$ cat src/rtl/vga_buffer_reader.sv
// Read-port sequencer for the frame buffer: produces VGA timing, fetches the image
// placed at the top-left corner and aligns the returned pixels with the sync outputs.
module vga_buffer_reader #(
   parameter int AW     = 15,
   parameter int DW     = 8,
   parameter int IMG_W  = 160,
   parameter int IMG_H  = 120,
   parameter int H_VIS  = 640,
   parameter int H_FP   = 16,
   parameter int H_SYNC = 96,
   parameter int H_BP   = 48,
   parameter int V_VIS  = 480,
   parameter int V_FP   = 10,
   parameter int V_SYNC = 2,
   parameter int V_BP   = 33
) (
   input  logic          clk,
   input  logic          rst,
   input  logic          pix_ce,
   output logic [AW-1:0] addr_out,
   output logic          regread,
   input  logic [DW-1:0] data_in,
   output logic          vga_hsync,
   output logic          vga_vsync,
   output logic [DW-1:0] vga_data,
   output logic          display_en,
   output logic          frame_start
);

   localparam int H_TOT = H_VIS + H_FP + H_SYNC + H_BP;
   localparam int V_TOT = V_VIS + V_FP + V_SYNC + V_BP;
   localparam int HW    = $clog2(H_TOT);
   localparam int VW    = $clog2(V_TOT);

   localparam logic [HW-1:0] L_H_LAST   = HW'(H_TOT - 1);
   localparam logic [HW-1:0] L_IMG_W    = HW'(IMG_W);
   localparam logic [HW-1:0] L_H_VIS    = HW'(H_VIS);
   localparam logic [HW-1:0] L_HS_BEG   = HW'(H_VIS + H_FP);
   localparam logic [HW-1:0] L_HS_END   = HW'(H_VIS + H_FP + H_SYNC);
   localparam logic [VW-1:0] L_V_LAST   = VW'(V_TOT - 1);
   localparam logic [VW-1:0] L_IMG_H    = VW'(IMG_H);
   localparam logic [VW-1:0] L_V_VIS    = VW'(V_VIS);
   localparam logic [VW-1:0] L_VS_BEG   = VW'(V_VIS + V_FP);
   localparam logic [VW-1:0] L_VS_END   = VW'(V_VIS + V_FP + V_SYNC);

   logic [HW-1:0] r_h_cnt;
   logic [VW-1:0] r_v_cnt;
   logic [AW-1:0] r_addr_cnt;

   logic r_hs_s1, r_vs_s1, r_vis_s1, r_img_s1, r_first_s1;
   logic r_hsync, r_vsync, r_disp_en, r_frame_start;
   logic [DW-1:0] r_data;

   logic w_h_last, w_v_last, w_frame_end;
   logic w_in_img, w_vis, w_hs, w_vs, w_first;

   assign w_h_last    = (r_h_cnt == L_H_LAST);
   assign w_v_last    = (r_v_cnt == L_V_LAST);
   assign w_frame_end = w_h_last && w_v_last;

   assign w_in_img = (r_h_cnt < L_IMG_W) && (r_v_cnt < L_IMG_H);
   assign w_vis    = (r_h_cnt < L_H_VIS) && (r_v_cnt < L_V_VIS);
   assign w_hs     = !((r_h_cnt >= L_HS_BEG) && (r_h_cnt < L_HS_END));
   assign w_vs     = !((r_v_cnt >= L_VS_BEG) && (r_v_cnt < L_VS_END));
   assign w_first  = (r_h_cnt == '0) && (r_v_cnt == '0);

   assign regread  = w_in_img && pix_ce && !rst;
   assign addr_out = r_addr_cnt;

   // The address walks the image row-major without a multiplier: it only
   // advances inside the image and holds across the rest of each line.
   always_ff @(posedge clk or posedge rst) begin
      if (rst) begin
         r_h_cnt    <= '0;
         r_v_cnt    <= '0;
         r_addr_cnt <= '0;
      end else if (pix_ce) begin
         if (w_h_last) begin
            r_h_cnt <= '0;
            r_v_cnt <= w_v_last ? '0 : r_v_cnt + VW'(1);
         end else begin
            r_h_cnt <= r_h_cnt + HW'(1);
         end
         if (w_frame_end)
            r_addr_cnt <= '0;
         else if (w_in_img)
            r_addr_cnt <= r_addr_cnt + AW'(1);
      end
   end

   // Syncs are held inactive in the cleared pipeline so no pulse leaks out after reset.
   always_ff @(posedge clk or posedge rst) begin
      if (rst) begin
         r_hs_s1    <= 1'b1;
         r_vs_s1    <= 1'b1;
         r_vis_s1   <= 1'b0;
         r_img_s1   <= 1'b0;
         r_first_s1 <= 1'b0;
      end else if (pix_ce) begin
         r_hs_s1    <= w_hs;
         r_vs_s1    <= w_vs;
         r_vis_s1   <= w_vis;
         r_img_s1   <= w_in_img;
         r_first_s1 <= w_first;
      end
   end

   // data_in is the buffer's registered read issued one ce tick earlier; it holds
   // across ce-low cycles because no new read is issued.
   always_ff @(posedge clk or posedge rst) begin
      if (rst) begin
         r_hsync       <= 1'b1;
         r_vsync       <= 1'b1;
         r_disp_en     <= 1'b0;
         r_frame_start <= 1'b0;
         r_data        <= '0;
      end else if (pix_ce) begin
         r_hsync       <= r_hs_s1;
         r_vsync       <= r_vs_s1;
         r_disp_en     <= r_vis_s1;
         r_frame_start <= r_first_s1;
         r_data        <= r_img_s1 ? data_in : '0;
      end
   end

   assign vga_hsync   = r_hsync;
   assign vga_vsync   = r_vsync;
   assign display_en  = r_disp_en;
   assign frame_start = r_frame_start;
   assign vga_data    = r_data;

endmodule

$ cat config.mk
export PLATFORM = sky130hd
export DESIGN_NAME = vga_buffer_reader
export DESIGN_NICKNAME = d
export VERILOG_FILES = /design/src/rtl/vga_buffer_reader.sv
export SDC_FILE = /design/constraint.sdc
export NUM_CORES = 1
export LEC_CHECK = 0
export CORE_MARGIN = 3
export CORE_UTILIZATION = 54
export DETAILED_ROUTE_END_ITERATION = 10
export GPL_TIMING_DRIVEN = 0
export PLACE_DENSITY = 0.8
export SLEW_MARGIN = 25
export SYNTH_ARGS = -nofsm -noshare
export SYNTH_HDL_FRONTEND = slang
export SYNTH_SLANG_ARGS = --single-unit
$ cat constraint.sdc
create_clock -name clk -period 2.6 [get_ports clk]
set_input_delay 0.26 -clock clk [delete_from_list [all_inputs] [get_ports clk]]
set_output_delay 0.26 -clock clk [all_outputs]
set_load 0.01 [all_outputs]
==> results.yml <==
clocking:
  cts_tree: "yes"
  cts_made_buffers: 5
  h-tree-depth: 2
  clockBufferDepth: 2
  cts_root_buf: "clkbuf_8"
  clkTransAtPathRegs_ns: 0.10
  clk_latency_ns: 0.31
  cts_hold_buf: 0
  clkSinkCount: 52
floorplanning:
  die_area_sq_um: 5830
  ioPinCount: 39
  std_cell_rows: 24
  start_util_pct: 58.6
  fp.dieW_um: 76.4
  core_area_sq_um: 4560
  die_h_um: 76.4
run_status:
  status: "finished, final reports clean"
final_layout:
  drive_gt1_share_pct: 12.8
  fin_nets: 319
  final_common_cell: "dfrtp_1"
  fill_cells: 371
  n_antenna_cell: 0
  stdcell_count: 369
  final_cell_mix: "48 x dfrtp_1, 37 x clkdlybuf4s50_1, 22 x nand3_1"
  synthToLayoutAreaGrowth_pct: 21.3
synth:
  ys_ff_latch: 52
  ys.flop_type: "dfrtp_1"
  postSynthAreaPerCell_sq_um: 10.4
  syn-cell-area_sq_um: 2680
  synth-seq-area-share_pct: 48.8
  synth_enable_flop_cells: 0
  syn_inst: 258
  async_flop_share_pct: 100
  synth_warnings: 0
  synthesis.nets: 274
  synth_cell_types: 49
sta:
  fin_crit_ns: 2.43
  fin_worst_skew_ns: 0.0113
  setup_slack_ns: 0.168
  min_period_over_period_pct: 93.5
  rsz0062_at_grt: "false"
  finalHoldViolations: 0
  holdWs_ns: 0.364
  setup_violations: 0
  clock.fmax_mhz: 411
  slew_headroom_pct: 55.4
  drv_slew: 0
  worst_slew_pin_slew_ns: 0.662
worst_setup_path:
  arrival_ns: 2.17
  critPathLaunch: "r_h_cnt[8]"
  cp_max_fo: 10
  r2r-start: "r_h_cnt[6]"
  critical_path_required_ns: 2.34
  r2r-end: "addr_out[5]"
  startpoint_type: "flip-flop"
  rr_worst_depth: 7
  crit_path_end: "regread"
  end_kind: "output pin"
  reg2reg_setup_slack_ns: 0.18
  critPathKind: "reg -> out"
placed_design:
  dp.cells: 360
  dpl.hpwl_mm: 4.03
  place_ws_ns: -0.0303
  port_buffers: 37
  gp_congestion: 0.831
pwr:
  leakage_nw: 1.36
  p_per_area_nw_per_um2: 742
  swShare_pct: 34.6
  pwr-share-clk_pct: 19.5
  p_sw_mw: 0.834
  seq_power_share_pct: 47.3
  vdd_drop_max_v: 0.000375
  comb_power_share_pct: 33.1
  intPower_mw: 1.58
grt:
  grt_pass1_wl_mm: 10.2
  grt_pass1_vias: 2126
  grt_use_total_pct: 21.3
  grt_start_max_net_pins: 53
  grt-ovfl-total: 0
  antenna_found_initial: 0
hold_path:
  hold_path_class: "in -> reg"
  min_path_cells: 2
route:
  drtAntennaViolNets: 0
  drcViolationCount: 0
  via_count: 2160
  drt_iter0_drc: 155
  drt_first_pass_iters: 4
  vias_per_cell: 5.85
  wl_per_cell_um: 15.6
  postRouteWirelength_mm: 5.77
flow_run:
  drv_cap: 0
==> per-layer routing <==
| layer | track usage [%] | wire length, um |
|---|---|---|
| met5 | 0 | 0 |
| met4 | 7.79 | 76 |
| met1 | 31.4 | 2840 |
| met2 | 30.9 | 2620 |
| met3 | 4.49 | 238 |
==> timing repair <==
item                                    CTS  global route
endpoints found under the setup margin    1             1
buffers inserted                          1             0
pin swaps                                 1             0
resized for setup                         2             1
==> through the flow <==
step                setup TNS, ns  utilization, %  power [mW]  area [sq um]
detailed placement        -0.0303            68.6        1.94          3130
finish                          0            71.1        2.41          3250
global route                    0            71.1        2.58          3250
floorplan                       0               -        1.62          2680
CTS                             0            70.9        2.41          3240
global placement                0            68.5        1.91          3130
==> critical path, stage by stage (launching register included) <==
cell	delay [ns]
dfrtp_1	0.48
nor4b_4	0.37
nand4_2	0.13
clkbuf_2	0.23
nor2_1	0.12
clkdlybuf4s50_1	0.54
==> synthesized netlist by cell type, types with 7 or more instances <==
cell type | number | area [sq um]
a221o_1 | 9 | 90.1
a22o_1 | 8 | 70.1
dfrtp_1 | 48 | 1200
inv_1 | 13 | 48.8
nand2_1 | 13 | 48.8
nand3_1 | 22 | 110
nand4_1 | 10 | 62.6
nor2_1 | 11 | 41.3
nor3_1 | 10 | 50.1
nor4_1 | 7 | 43.8
o21ai_0 | 8 | 40.0
xnor2_1 | 10 | 87.6
==> flip-flops by register name, summed over array words and instances (netlist names) <==
register     count
addr_out        15
display_en       1
frame_start      1
r_first_s1       1
r_h_cnt         10
r_hs_s1          1
r_img_s1         1
r_v_cnt         10
r_vis_s1         1
r_vs_s1          1
vga_data         8
vga_hsync        1
vga_vsync        1
==> cell families (layout without fill, tap and decap cells) <==
family / after synthesis / count (layout) / synth area share (%)
buffers and inverters: 27 / 73 / 5.05
AND/OR/NAND/NOR: 109 / 109 / 23.6
XOR/XNOR: 11 / 11 / 3.60
multiplexers: 8 / 8 / 3.23
flip-flops: 52 / 52 / 48.8
adder cells (fa/ha/maj): 5 / 5 / 2.34
AO/OA/AOI/OAI: 46 / 46 / 13.4
==> final cells by class <==
| cell class | count | area [sq um] | share of cell area [%] |
|---|---|---|---|
| Timing Repair Buffer | 38 | 378 | 11.6 |
| Buffer | 14 | 87.6 | 2.70 |
| Sequential cell | 52 | 1310 | 40.2 |
| Tap cell | 65 | 81.3 | 2.51 |
| Multi-Input combinational cell | 179 | 1250 | 38.5 |
| Inverter | 13 | 51.3 | 1.58 |
| Clock inverter | 3 | 23.8 | 0.732 |
| Clock buffer | 5 | 68.8 | 2.12 |
==> power by group through the flow <==
stage	logic [mW]	registers [mW]	clock network, mW
finish	0.798	1.14	0.471
global route	0.892	1.17	0.516
CTS	0.797	1.14	0.477
detailed placement	0.791	1.15	0
global placement	0.770	1.14	0
floorplan	0.466	1.16	0
==> worst min path at each step <==
stage / from / end / slack (ns)
after floorplan: data_in[0] / vga_data[0] / 0.39
after global placement: r_img_s1 / r_img_s1 / 0.46
after detailed placement: r_img_s1 / r_img_s1 / 0.46
after CTS: pix_ce / frame_start / 0.36
after global routing: pix_ce / display_en / 0.37
final: pix_ce / frame_start / 0.36
No activity file was read; power rests on OpenSTA's default activity.
